==> config.mk <==
export PLATFORM = sky130hd
export DESIGN_NAME = taxel_mux_scanner
export DESIGN_NICKNAME = d
export VERILOG_FILES = /design/src/rtl/taxel_mux_scanner.sv
export SDC_FILE = /design/constraint.sdc
export NUM_CORES = 1
export LEC_CHECK = 0
export ABC_AREA = 1
export CAP_MARGIN = 20
export CORE_UTILIZATION = 51
export CTS_CLUSTER_SIZE = 10
export DETAILED_ROUTE_END_ITERATION = 8
export MAX_ROUTING_LAYER = met4
export PLACE_DENSITY = 0.75
export SYNTH_ARGS = -nofsm -noshare
export SYNTH_HDL_FRONTEND = slang
export SYNTH_SLANG_ARGS = --single-unit
==> constraint.sdc <==
create_clock -name clk -period 3.2 [get_ports clk]
set_input_delay 0.64 -clock clk [delete_from_list [all_inputs] [get_ports clk]]
set_output_delay 0.64 -clock clk [all_outputs]
set_load 0.005 [all_outputs]
==> src/rtl/taxel_mux_scanner.sv <==
// -----------------------------------------------------------------------------
// taxel_mux_scanner
// Break-before-make sequencer for the 5-bit mux_config code of the taxel
// one-hot mux encoder. Scans channels 0..LAST_CH, holds a single channel, or
// holds one of the two test-source codes. Every channel change inserts one
// all-off gap cycle (code 25). sample_stb marks the last cycle of each dwell.
//
// Optional feature macro: TAXEL_SCAN_SKIP_MASK_EN
//   When defined, adds input skip_mask[LAST_CH:0] (latched at start); scan mode
//   visits only unmasked channels, and an all-masked scan start is ignored.
//
// Ports
//   clk          block clock
//   rst          asynchronous, active-high reset
//   start        one-cycle run request, honoured only when idle
//   stop         abort the run, honoured in any state (wins over start)
//   mode[1:0]    00 scan, 01 hold fix_ch, 10 test+local (30), 11 test only (31)
//   fix_ch[4:0]  channel held in mode 01 (values above LAST_CH map to 0)
//   dwell        cycles per channel, 0 behaves as 1
//   skip_mask    (macro only) channels to skip in scan mode
//   mux_config   registered code to the one-hot encoder
//   busy         high whenever a run is active
//   sample_stb   pulse on the last cycle of every dwell period
//   cur_ch       last code driven during a dwell
//   frame_done   pulse with sample_stb at the end of the last scanned channel
// -----------------------------------------------------------------------------
module taxel_mux_scanner #(
    parameter int unsigned DWELL_W = 8,
    parameter int unsigned LAST_CH = 24
) (
    input  logic               clk,
    input  logic               rst,
    input  logic               start,
    input  logic               stop,
    input  logic [1:0]         mode,
    input  logic [4:0]         fix_ch,
    input  logic [DWELL_W-1:0] dwell,
`ifdef TAXEL_SCAN_SKIP_MASK_EN
    input  logic [LAST_CH:0]   skip_mask,
`endif
    output logic [4:0]         mux_config,
    output logic               busy,
    output logic               sample_stb,
    output logic [4:0]         cur_ch,
    output logic               frame_done
);

    localparam int unsigned CH_W = 5;

    localparam logic [CH_W-1:0] CODE_OFF  = CH_W'(25);
    localparam logic [CH_W-1:0] CODE_TSL  = CH_W'(30);
    localparam logic [CH_W-1:0] CODE_TS   = CH_W'(31);
    localparam logic [CH_W-1:0] LAST_CODE = CH_W'(LAST_CH);

    localparam logic [1:0] MODE_SCAN = 2'b00;
    localparam logic [1:0] MODE_FIX  = 2'b01;
    localparam logic [1:0] MODE_TSL  = 2'b10;

    typedef enum logic [1:0] {
        S_IDLE  = 2'd0,
        S_GAP   = 2'd1,
        S_DWELL = 2'd2
    } state_e;

    state_e               state_q, state_d;
    logic [1:0]           mode_q, mode_d;
    logic [CH_W-1:0]      target_q, target_d;
    logic [DWELL_W-1:0]   reload_q, reload_d;
    logic [DWELL_W-1:0]   cnt_q, cnt_d;
    logic [CH_W-1:0]      mux_config_q, mux_config_d;
    logic                 busy_q, busy_d;
    logic                 sample_stb_q, sample_stb_d;
    logic [CH_W-1:0]      cur_ch_q, cur_ch_d;
    logic                 frame_done_q, frame_done_d;

    // Scan-order helpers: first channel at start, last channel of a frame,
    // successor of the current target, and whether a start may be accepted.
    logic [CH_W-1:0]      scan_first_c;
    logic [CH_W-1:0]      scan_last_c;
    logic [CH_W-1:0]      scan_next_c;
    logic                 start_ok_c;
    logic [CH_W-1:0]      start_tgt_c;

`ifdef TAXEL_SCAN_SKIP_MASK_EN
    logic [LAST_CH:0]     mask_q, mask_d;

    // Lowest clear bit of m (0 if none).
    function automatic logic [CH_W-1:0] lowest_unmasked(input logic [LAST_CH:0] m);
        logic [CH_W-1:0]  r;
        logic [LAST_CH:0] s;
        r = '0;
        for (int i = int'(LAST_CH); i >= 0; i--) begin
            s = m >> i;
            if (!s[0]) r = CH_W'(i);
        end
        return r;
    endfunction

    // Highest clear bit of m (0 if none).
    function automatic logic [CH_W-1:0] highest_unmasked(input logic [LAST_CH:0] m);
        logic [CH_W-1:0]  r;
        logic [LAST_CH:0] s;
        r = '0;
        for (int i = 0; i <= int'(LAST_CH); i++) begin
            s = m >> i;
            if (!s[0]) r = CH_W'(i);
        end
        return r;
    endfunction

    // First clear bit strictly after cur, wrapping through 0.
    function automatic logic [CH_W-1:0] next_unmasked(input logic [CH_W-1:0] cur,
                                                       input logic [LAST_CH:0] m);
        logic [CH_W-1:0]  r;
        logic [LAST_CH:0] s;
        logic             found;
        int               idx;
        r     = cur;
        found = 1'b0;
        for (int i = 1; i <= int'(LAST_CH) + 1; i++) begin
            idx = (int'(cur) + i) % (int'(LAST_CH) + 1);
            s   = m >> idx;
            if (!found && !s[0]) begin
                r     = CH_W'(idx);
                found = 1'b1;
            end
        end
        return r;
    endfunction

    // Masked scan order; the first target comes from the live mask at start.
    always_comb begin
        scan_first_c = lowest_unmasked(skip_mask);
        scan_last_c  = highest_unmasked(mask_q);
        scan_next_c  = next_unmasked(target_q, mask_q);
        start_ok_c   = !((mode == MODE_SCAN) && (&skip_mask));
    end
`else
    // Plain scan order 0..LAST_CH with wrap.
    always_comb begin
        scan_first_c = '0;
        scan_last_c  = LAST_CODE;
        scan_next_c  = (target_q >= LAST_CODE) ? '0 : target_q + CH_W'(1);
        start_ok_c   = 1'b1;
    end
`endif

    // Target code loaded when a run starts.
    always_comb begin
        start_tgt_c = scan_first_c;
        case (mode)
            MODE_SCAN: start_tgt_c = scan_first_c;
            MODE_FIX:  start_tgt_c = (fix_ch > LAST_CODE) ? '0 : fix_ch;
            MODE_TSL:  start_tgt_c = CODE_TSL;
            default:   start_tgt_c = CODE_TS;
        endcase
    end

    // Next-state and registered-output logic.
    always_comb begin
        state_d  = state_q;
        mode_d   = mode_q;
        target_d = target_q;
        reload_d = reload_q;
        cnt_d    = cnt_q;
`ifdef TAXEL_SCAN_SKIP_MASK_EN
        mask_d   = mask_q;
`endif

        case (state_q)
            S_IDLE: begin
                cnt_d = '0;
                if (start && !stop && start_ok_c) begin
                    state_d  = S_GAP;
                    mode_d   = mode;
                    target_d = start_tgt_c;
                    reload_d = (dwell == '0) ? '0 : dwell - DWELL_W'(1);
`ifdef TAXEL_SCAN_SKIP_MASK_EN
                    mask_d   = skip_mask;
`endif
                end
            end
            S_GAP: begin
                if (stop) begin
                    state_d = S_IDLE;
                    cnt_d   = '0;
                end else begin
                    state_d = S_DWELL;
                    cnt_d   = reload_q;
                end
            end
            S_DWELL: begin
                if (stop) begin
                    state_d = S_IDLE;
                    cnt_d   = '0;
                end else if (cnt_q != '0) begin
                    cnt_d = cnt_q - DWELL_W'(1);
                end else if (mode_q == MODE_SCAN) begin
                    state_d  = S_GAP;
                    target_d = scan_next_c;
                    cnt_d    = '0;
                end else begin
                    // Held codes re-arm the dwell without a gap.
                    cnt_d = reload_q;
                end
            end
            default: begin
                state_d = S_IDLE;
                cnt_d   = '0;
            end
        endcase

        // Outputs are computed from the next state so they register in step.
        mux_config_d = (state_d == S_DWELL) ? target_d : CODE_OFF;
        busy_d       = (state_d != S_IDLE);
        sample_stb_d = (state_d == S_DWELL) && (cnt_d == '0);
        frame_done_d = sample_stb_d && (mode_q == MODE_SCAN) && (target_d == scan_last_c);
        cur_ch_d     = (state_d == S_DWELL) ? target_d : cur_ch_q;
    end

    // State and output registers.
    always_ff @(posedge clk or posedge rst) begin
        if (rst) begin
            state_q      <= S_IDLE;
            mode_q       <= '0;
            target_q     <= '0;
            reload_q     <= '0;
            cnt_q        <= '0;
            mux_config_q <= CODE_OFF;
            busy_q       <= 1'b0;
            sample_stb_q <= 1'b0;
            cur_ch_q     <= '0;
            frame_done_q <= 1'b0;
`ifdef TAXEL_SCAN_SKIP_MASK_EN
            mask_q       <= '0;
`endif
        end else begin
            state_q      <= state_d;
            mode_q       <= mode_d;
            target_q     <= target_d;
            reload_q     <= reload_d;
            cnt_q        <= cnt_d;
            mux_config_q <= mux_config_d;
            busy_q       <= busy_d;
            sample_stb_q <= sample_stb_d;
            cur_ch_q     <= cur_ch_d;
            frame_done_q <= frame_done_d;
`ifdef TAXEL_SCAN_SKIP_MASK_EN
            mask_q       <= mask_d;
`endif
        end
    end

    assign mux_config = mux_config_q;
    assign busy       = busy_q;
    assign sample_stb = sample_stb_q;
    assign cur_ch     = cur_ch_q;
    assign frame_done = frame_done_q;

endmodule

==> summary.md, run 1 <==
The worst setup path is captured at a flop. Worst reg2reg path endpoint: frame_done. In this design, the stage delay of the slowest critical-path cell is 0.60 ns. Static timing analysis puts the maximum clock frequency at 0.4694 GHz. The worst-case clock skew is 0.003876 ns, and the final count of negative-setup-slack endpoints is 0. In the final routed layout, each cell accounts on average for 11.08 um. The instance count along the most critical hold path was 2; the total vias in the final route was 2,040. The largest individual stage delay along the critical path comes from the cell o31ai_1. The logs give 348 for the net count after synthesis and 0 for the count of antenna diodes in the layout. The first global-routing pass estimated 7.962 mm of wire. In this run the standard cell core region covers 0.004354 mm2. For the initial antenna violation count, the log shows 0.

The share of the clock period used by the worst path after layout works out to 66.58%. The logs give 0.002778 mm2 for the final design area excluding fillers and 3.34 ns for the required time at the worst-slack endpoint. The number of nets at the end of the flow came out at 385.

The startpoint type of the worst setup path is an input pin. The clock-pin slew on the worst setup and hold paths was 0.07 ns. The number of cells on the worst reg-to-reg path is 13, and the share of the core filled with cells in the final layout is 63.79%.

The share of the synthesized area in the top cell type was 37.82%; the static leakage was 1.492 nW. Counting flops and latches in the post-synthesis netlist gives 38. Of all nets on the critical path, the largest fanout is 8.

TritonCTS built the clock tree. The logs give 0.002316 mm2 for the post-synthesis cell area and 0 for the synthesis warning total. The post-cts sizing count was 0; the depth of the CTS H-tree was 2.

The die extent in x came out at 69.39 um. For the total power, the log shows 2.380 mW. The initialized floorplan defines 24 standard-cell rows. The congestion estimate from routability-driven global placement came to 0.8764. The run finished with clean final reports. The average instance in the mapped netlist occupies 7.215 um2.

The type of the worst setup path is in -> reg. Clock latency on the worst-skew pair, taken at its later pin, is 0.29 ns. The tools report the number of endpoints with negative hold slack in the final report as 0. Number of buffers between clock root and the deepest sink: 2. At the worst endpoint, the arrival time is 2.27 ns. The max-slew violation count was 0.

Entering global routing, the biggest net connects 39 pins. VDD sags by at most 0.3373 mV. CTS saw 38 sinks. The tools report the final wirelength as 4.555 mm. The tools report the endpoint of the worst hold-timing path as cur_ch[2]. The final routed DRC violation total is 0.

The start of the worst register-to-register path is state_q[0]. The initial utilization of the core area, before any placement, comes to 53.19%. Sum of negative setup slack: 0 ns. The CTS root buffer is clkbuf_8. The worst pin sits at a relative slew slack of 53.16%. The count of buffers added on input and output ports is 31. The area growth from synthesis to layout is 19.94%. The tool flagged a number of max-cap violations equal to 0. The floorplan step defined a die boundary enclosing 0.004814 mm2. For the finished layout, the period the worst path requires is 2.131 ns. The remaining antenna violation count was 0; the number of unique standard cell types used by synthesis was 31. Sorting the synthesized cells by area gives the leading types as dfrtp_1 38%, nand2_1 17%, inv_1 8.6%. The type of the worst min-delay path is reg -> reg.

The setup check on the worst reg-to-reg path leaves a slack of 1.11 ns. The final HPWL from detailed placement is 3.616 mm. The leading cell type in the layout, fill and taps excluded is nand2_1.

The most critical setup path has its startpoint at dwell[0]. Across every metal layer, demand over resource in global routing totals 21.15%. The tools report the start point of the worst hold path as cur_ch[2]. The die is 69.39 um tall. The logs give 32 for the number of top-level pins and 0 for the buffers inserted during post-CTS setup optimization. The power density over the cells works out to 856.9 mW/mm2. The detailed router finished its first iteration with 74 violations. Counting every instance in the synthesized netlist gives 321. Setup repair after global routing left no endpoint under its margin. The number of hold buffers added after CTS was 0. The tools report the number of iterations in the first detailed-routing pass as 4. Dividing the detail-routed via count by the number of cells gives 4.964. The total grt overflow was 0; the clock buffer count from CTS was 5. The share of final-layout standard cells stronger than drive strength 1 works out to 8.914%.

Once placement finished, the instance area stood at 0.002683 mm2. OpenSTA, run right after detailed placement, puts the worst setup slack at 0.7440 ns. For the pin with the worst max-slew slack, the measured transition is 0.6967 ns. The via count of the first global-routing pass came out at 1,834. The least setup slack across all paths after layout came out at 1.069 ns. The synthesized design spends more area on one cell type than any other, namely dfrtp_1. The signal on the critical path passes through clkdlybuf4s50_1, inv_1, ha_1, nand3_1, o31ai_1, o21ai_0.

The top cell types in the final layout, fill and taps aside, are 106 x nand2_1, 53 x inv_1, 35 x dfrtp_1, 31 x clkdlybuf4s50_1, 24 x nand3_1. Summing the sequential cell areas from Yosys gives 41.22% of the chip area.
[worst max path at each step]
stage | to | cells past startpoint | slack [ns]
after floorplan | reload_q[5] | 5 | 1.44
after global placement | reload_q[5] | 6 | 0.75
after CTS | reload_q[7] | 6 | 1.05
after global routing | reload_q[0] | 7 | 0.85
final | reload_q[7] | 6 | 1.07
after detailed placement | reload_q[7] | 6 | 0.74
[per-stage QoR]
| step | instances | hold slack (ns) |
|---|---|---|
| 2_1_floorplan | 321 | 0.4534 |
| 3_5_place_dp | 403 | 0.4728 |
| 6_report | 411 | 0.4889 |
| 4_1_cts | 411 | 0.4905 |
| 3_3_place_gp | 403 | 0.4680 |
| 5_1_grt | 411 | 0.5272 |
[registers in the layout, summed over array words and instances, names as in the netlist]
name and count:
state_q 2, frame_done 1, mode_q 2, target_q 5
sample_stb 1, cur_ch 5, reload_q 8, cnt_q 8
mux_config 5, busy 1
[power breakdown]
group	internal, mW	switching [mW]
clock network	0.173	0.166
logic	0.475	0.762
registers	0.676	0.129
[routing by layer]
layer  part of all wire [%]  track usage (%)  vias up
li1                       -                -     1067
met1                     50            28.67      918
met2                     45            32.47       50
met4                    1.4            6.803        0
met3                    3.5            3.634        5
met5                      0                -        -
[cell usage after synthesis]
master	number
nand3_4	1
nor3_1	1
o21ai_0	17
clkinv_1	1
ha_1	8
dfrtp_1	35
buf_2	1
nand3_1	24
nor3b_1	1
o31ai_1	1
o21a_1	1
a22oi_1	1
nor2_2	3
nor2_1	23
a21oi_2	2
nand4_1	6
inv_1	53
dfstp_2	3
nand2_2	4
o21ai_1	2
nor2_4	4
nand2_1	106
a21oi_1	8
buf_6	1
inv_2	3
o22ai_1	1
o21ai_2	1
nand3b_1	1
xnor2_1	2
xor2_1	4
nand3_2	2
[cells by family (layout without fill, tap and decap cells)]
kind of cell | Yosys count | after routing | synth area share, %
fa+ha+maj | 8 | 8 | 4.322
simple gates | 176 | 176 | 34.04
compound gates | 34 | 34 | 8.213
xor+xnor | 6 | 6 | 2.269
buf+inv | 59 | 97 | 9.940
flops | 38 | 38 | 41.22
[worst max-delay path: cells and delay by family]
kind,cells,cell delay [ns]
fa+ha+maj,1,0.20
compound gates,2,0.80
simple gates,1,0.13
buf+inv,2,0.50
[area by class of cell]
cell class,instances,area (um2)
tap,52,65.06
clock buffer,6,82.58
multi-input combinational,224,1131
sequential,38,954.7
clock inverter,2,12.51
inverter,57,214.0
fill,390,1577
timing repair buffer,32,317.8
Note: power is estimated with default switching activity, not from simulation.
==> run 2, diff against run 1 <==
- CORE_UTILIZATION: 51 -> 49
- clock period: 3.2 -> 1.72 ns (I/O delays scaled with it)
==> run 2 against run 1 <==
Compared with the run above:
- the run now ends with DRC, setup timing left
- via count is 13% higher
- non-clock buffer count is 51 higher
- critical path type is now reg -> reg
- count of clock-buffer cells in the layout stayed put
- worst hold slack worse by 0.092 ns
- setup slack worse by 1.2 ns
- global-route usage is 3.5 points higher
- core utilization is 11 points higher
==> summary.md, run 2 (synthesized netlist as in run 1, its figures left out) <==
The flow ran to the end, but the final reports show violations. The checks that failed: DRC, setup timing. The logs give 1.94 ns for the required time at the worst-slack endpoint and 0.5539 GHz for the top achievable clock speed.

The logs give 2,206 for the via count of the first global-routing pass and 1.005 for the final weighted congestion in routability-driven placement. The placeable core region came out at 0.004444 mm2. Traced cell by cell, the critical path runs through inv_2, ha_4, nand2_4, nor2_4, buf_6, nand3_4, o21ai_2, nand2_2, a21oi_2, nand3_1, nor2_1. The detailed router finished its first iteration with 109 violations. The number of antenna diodes in the final layout is 0. For this design, the CTS-stage hold fixing added 0 buffers. Clock-pin slew was measured on the worst setup and hold paths at 0.07 ns. For this block, the routed nets add up to 5.436 mm of wire. The number of endpoints with negative hold slack in the final report is 0, and the fraction of power consumed by sequential logic is 26.5%. The logs give 2,298 for the total vias in the final route and 0.002112 ns for the worst-case clock skew. The path class of the tightest hold or removal check is in -> async. Once detail routing completed, the nets flagged for antenna violations numbered 0. The transition time at the pin with the least slew margin was 0.3173 ns. In this run the power spent charging and discharging nets is 2.260 mW. The die height is 70.75 um, and the die outline area is 0.005006 mm2. Leaving out fill and tap cells, the most frequent cells in the layout are 97 x nand2_1, 51 x inv_1, 47 x buf_4, 35 x dfrtp_1, 31 x clkdlybuf4s50_1.

STA classifies the critical path startpoint as a flop. The clock buffer count from CTS was 5. The part of the total power dissipated in the clock network is 16.6%. Setup repair after global routing could not meet its margin everywhere. The worst-case vdd ir drop is 0.8366 mV. Master of the slowest instance on the critical path: dfrtp_1. The run gives 0.003336 mm2 as the final design area excluding fillers.

CTS built an H-tree with a depth of 2. Total grt overflow: 0. Internal power comes to 3.319 mW. For this design the ratio of total power to cell area is 1673 mW/mm2.

For this run, the slowest stage of the critical path takes 0.40 ns. Of the cells placed in the final design, the portion with a size suffix greater than 1 is 25.61%. Counting every sink on the clock net gives 38.

The detailed-route vias per instance was 4.974; the later-pin clock latency in the skew report was 0.29 ns. Max-slew violation count: 0. Summed over all cells, the static leakage comes to 1.783 nW. The maximum net fanout on the critical path is 7, and the effective utilization at floorplan is 52.11%. The leading cell type in the layout, fill and taps excluded is nand2_1. Endpoint class of the critical path: a flop. The arrival time at the worst endpoint is 2.03 ns, and the layout-stage area growth over the synthesis result is 44.03%. In the global route stage, overall resource usage came out at 24.68%. The tools report the number of nets at the end of the flow as 436. TritonCTS built the clock tree. The number of port buffers was 31; the count of maximum capacitance violations was 0. Measured against its own limit, the worst slew margin works out to 78.85%. Type of the worst setup path: reg -> reg. The worst path needs 1.806 ns of the cycle, external delays included.

Die extent in x: 70.75 um. In this run the deepest clock path goes through 2 buffers. The share of the clock period used by the worst path after layout was 105.0%.

The wire length of the first global-routing pass is 9.342 mm, and the combinational group share of total power is 56.9%. The initial antenna violation count was 0; the routed length per placed instance was 11.77 um. For this run, the share of the core covered by cells in the final layout is 75.06%.

Pin placement for this block handled 32 I/O pins. The setup check on the worst reg-to-reg path leaves a slack of -0.09 ns. In this run the cell area measured after placement is 0.003033 mm2.

The root buffer cell chosen for the clock tree is clkbuf_8. Setup violations remaining at the end of the flow were counted as 2. Number of cell rows: 24.

In the final layout, the registers with the most flip-flops are cnt_q x8, reload_q x8. The first detailed-routing pass took 6 iterations. In the routed design, unresolved DRC markers number 5.

The switching share of power came out at 40.51%. Summed over all nets, the half-perimeter wirelength after detailed placement is 3.936 mm. The least setup slack across all paths after layout is -0.08551 ns. Entering global routing, the biggest net connects 39 pins.
-- run 2: critical path, delay by kind of cell (launching register included) --
kind	cells	cell delay, ns
buffers and inverters	2	0.27
DFF	1	0.40
AOI/OAI and AO/OA	2	0.26
and+or+nand+nor	6	0.66
adders and majority gates	1	0.16
-- run 2: final cells by class --
type,count,area (um2)
Clock buffer,6,82.58
Clock inverter,2,60.06
Fill cell,336,1109
Inverter,57,219.0
Multi-Input combinational cell,224,1226
Sequential cell,38,954.7
Tap cell,52,65.06
Timing Repair Buffer,83,728.2
-- run 2: worst paths after layout --
path / depth (start not counted) / to / startpoint
setup / recovery: 11 / frame_done / cnt_q[0]
hold / removal: 3 / mux_config[1] / rst
min in group clk: 2 / cur_ch[1] / cur_ch[1]
max in group asynchronous: 3 / mux_config[3] / rst
setup reg to reg: 11 / frame_done / cnt_q[0]
hold reg to reg: 2 / cur_ch[1] / cur_ch[1]
-- run 2: what timing repair did --
item,CTS,global route
setup buffers,2,4
pin swaps,1,10
setup endpoints to repair,13,25
gates resized for setup,11,24
-- run 2: per-layer routing --
metal / vias to the layer above / wire length (um) / global-route usage (%)
met1: 1041 / 2451 / 31.45
met5: - / 0 / -
met4: 0 / 129 / 10.00
met3: 13 / 281 / 4.701
met2: 69 / 2573 / 38.89
li1: 1175 / - / -
-- run 2: metrics by stage --
stage / instances / total power [mW] / worst slack [ns] / hold slack [ns] / setup TNS [ns]
floorplan: 321 / 3.138 / 0.03841 / 0.4534 / 0
global placement: 448 / 4.193 / -0.3209 / 0.4646 / -4.301
detailed placement: 448 / 4.256 / -0.3594 / 0.4730 / -4.999
CTS: 458 / 5.342 / -0.004056 / 0.3992 / -0.004056
global route: 462 / 6.008 / -0.1414 / 0.4339 / -0.5660
finish: 462 / 5.580 / -0.08551 / 0.3966 / -0.1125
-- run 2: power groups by stage --
stage | clock (mW) | combinational [mW] | sequential, mW
6_report | 0.928 | 3.17 | 1.48
5_1_grt | 0.985 | 3.50 | 1.52
4_1_cts | 0.947 | 2.92 | 1.47
3_5_place_dp | 0 | 2.77 | 1.49
3_3_place_gp | 0 | 2.71 | 1.48
2_1_floorplan | 0 | 1.67 | 1.47
==> run 3, diff against run 2 <==
- GPL_TIMING_DRIVEN: not set -> 0
==> run 3 against run 2 <==
Compared with the run above:
- via count shrank 3.5%
- clock skew grew 0.0088 ns
- combinational power shrank 6.3%
- cell count shrank 6.7%
- global-route usage shrank 0.97 points
- count of clock-buffer cells in the layout shrank 1
- first-iteration DRC count grew 20%
- core utilization shrank 4.3 points
- cell area shrank 5.7%
- wire length grew 0.13%
- largest cell class unchanged
- sequential share of layout area grew 1.8 points
- power shrank 3.4%
- the flow still finishes with violations (DRC, setup timing)
==> summary.md, run 3 (synthesized netlist as in run 1, its figures left out) <==
The run finished, with violations left. The final reports fail on DRC, setup timing. Setup repair after global routing could not meet its margin everywhere. In this run the standard cell core region covers 0.004444 mm2. At the end of the flow, the number of nets in the layout was 405. Row generation in the floorplan step produced 24 rows. The run gives 1.95 ns as the required time at the worst-slack endpoint. The area growth from synthesis to layout is 35.87%. The first TritonRoute pass finished after 6 iterations. The initial antenna violation count came out at 0. The critical path goes through nor2_4, nand2_4, nor2_4, buf_6, nand3_1, nand2_1, nand3_2, nand2_2, inv_2, nor2_2, nand3_1, nor2_1. The largest individual stage delay along the critical path comes from the cell dfrtp_2. In this run the clock root is driven by a clkbuf_8.

For this run the aggregate overflow at the end of global routing stands at 0. Worst relative slew slack: 57.79%. In this run the tool buffered the top-level ports with 31 buffer cells. The via count of the first global-routing pass is 2,115, and the pin count of the biggest net entering global routing is 26. Once layout is complete, the utilization of the core stands at 70.81%. The non-filler instance count after layout was 431; the worst-case clock skew was 0.01089 ns. After clock tree synthesis, the clock-pin slew on the worst setup and hold paths is 0.08 ns. The number of endpoints with negative hold slack in the final report was 0; the instance area at placement was 0.002719 mm2. After detailed routing, the average wire length per cell comes to 12.63 um. The type of the worst setup path was reg -> reg. In the global route stage, overall resource usage came out at 23.71%.

For the total number of clock tree sinks, the log shows 38. For the remaining antenna violation count, the log shows 0. The floorplan step set the die height to 70.75 um.

At the worst endpoint, the arrival time is 2.04 ns. The later pin in the worst-skew pair is clocked with a latency of 0.30 ns. Final period demand of the worst path: 1.808 ns.

After legalization and detailed placement, the total HPWL measured 3.768 mm. The total power is 5.392 mW, and the number of top-level pins is 32. The repair_antennas step left the layout with diodes totalling 0. For this run, the slowest stage of the critical path takes 0.44 ns. After routing the design area is 0.003147 mm2. TritonCTS built the clock tree.

The depth of the CTS H-tree was 2. The share of final-layout standard cells stronger than drive strength 1 was 21.90%; the share of the clock period used by the worst path after layout was 105.1%. For this design the ratio of total power to cell area is 1713 mW/mm2.

The initial utilization of the core area, before any placement, comes to 52.11%. The wire length of the first global-routing pass is 9.087 mm. The least setup slack across all paths after layout was -0.08841 ns; the final-layout worst hold slack was 0.4187 ns.

In the routed layout, each cell is associated on average with a via count of 5.144. In this run the horizontal extent of the chip is 70.75 um. The clock buffer count from CTS was 5. In the layout the commonest cells are 95 x nand2_1, 48 x inv_1, 33 x dfrtp_1, 30 x clkdlybuf4s50_1, 21 x nand3_1. Routability-driven placement finished with a final weighted congestion of 0.8934. At the placement stage, the worst setup path has a slack of -0.4293 ns. Leaving out fill and tap cells, the most frequent cell in the layout is nand2_1. Across the run, the number of max-cap violations was 0. STA classifies the critical path startpoint as a flop. Derived from the worst setup path, the maximum achievable clock frequency is 0.5530 GHz. In this run the worst path has a maximum fanout of 5.

The die outline area was 0.005006 mm2; the transition time at the pin with the least slew margin was 0.6324 ns. For this block, the via count after detailed routing is 2,217. The number of placed cells counting well taps was 405. The final wirelength came out at 5.443 mm. First-iteration detailed-routing DRC count: 131. STA classifies the critical path endpoint as a flop. Counting along the longest clock path gives a buffer depth of 2. After detailed routing, the number of remaining DRC violations is 4. The tools report the sum of negative setup slack as -0.09128 ns.

For this design, the CTS-stage hold fixing added 0 buffers. The max-slew violation count was 0. Across the VDD grid, the largest voltage drop is 0.7860 mV.

The analysis attributes to cell leakage a power of 1.660 nW. The min-delay analysis places its worst path in the category in -> async. The run gives 2 as the final count of negative-setup-slack endpoints. In the final layout, the registers with the most flip-flops are cnt_q x8, reload_q x8.
## run 3: worst paths after layout
kind	startpoint	end	slack, ns	cells after the start
max	cnt_q[2]	frame_done	-0.09	12
min	rst	cur_ch[0]	0.42	2
max reg2reg	cnt_q[2]	frame_done	-0.09	12
max in group asynchronous	rst	mux_config[0]	0.69	3
min in group clk	cur_ch[4]	cur_ch[4]	0.49	2
min reg2reg	cur_ch[4]	cur_ch[4]	0.49	2
## run 3: layout make-up
type | instances | area (um2)
plain buffers | 2 | 22.52
clock buffers | 5 | 68.82
clock inverters | 3 | 68.82
fillers | 372 | 1297
inverters | 57 | 225.2
multi-input cells | 224 | 1252
flip-flops and latches | 38 | 957.2
well taps | 52 | 65.06
repair buffers | 50 | 486.7
## run 3: metal layers
metal | global-route usage (%) | part of all wire [%]
met4 | 11.33 | 2.4
met5 | - | 0
met1 | 30.09 | 45
met3 | 4.131 | 4.9
met2 | 36.97 | 47
## run 3: critical path: cells and delay by family (launching register included)
| kind | cells | cell delay, ns |
|---|---|---|
| buf+inv | 2 | 0.20 |
| flops | 1 | 0.44 |
| simple gates | 10 | 1.10 |
## run 3: repair_timing
| item | CTS | global route |
|---|---|---|
| setup endpoints to repair | 23 | 23 |
| gates cloned | 1 | 0 |
| pin swaps | 10 | 10 |
| resized for setup | 20 | 32 |
| setup buffers | 11 | 6 |
## run 3: power by group
group	internal (mW)	leakage [nW]	switching (mW)	total, mW
logic	1.27	1.11	1.70	2.97
registers	1.26	0.478	0.245	1.50
clock network	0.581	0.0683	0.333	0.914
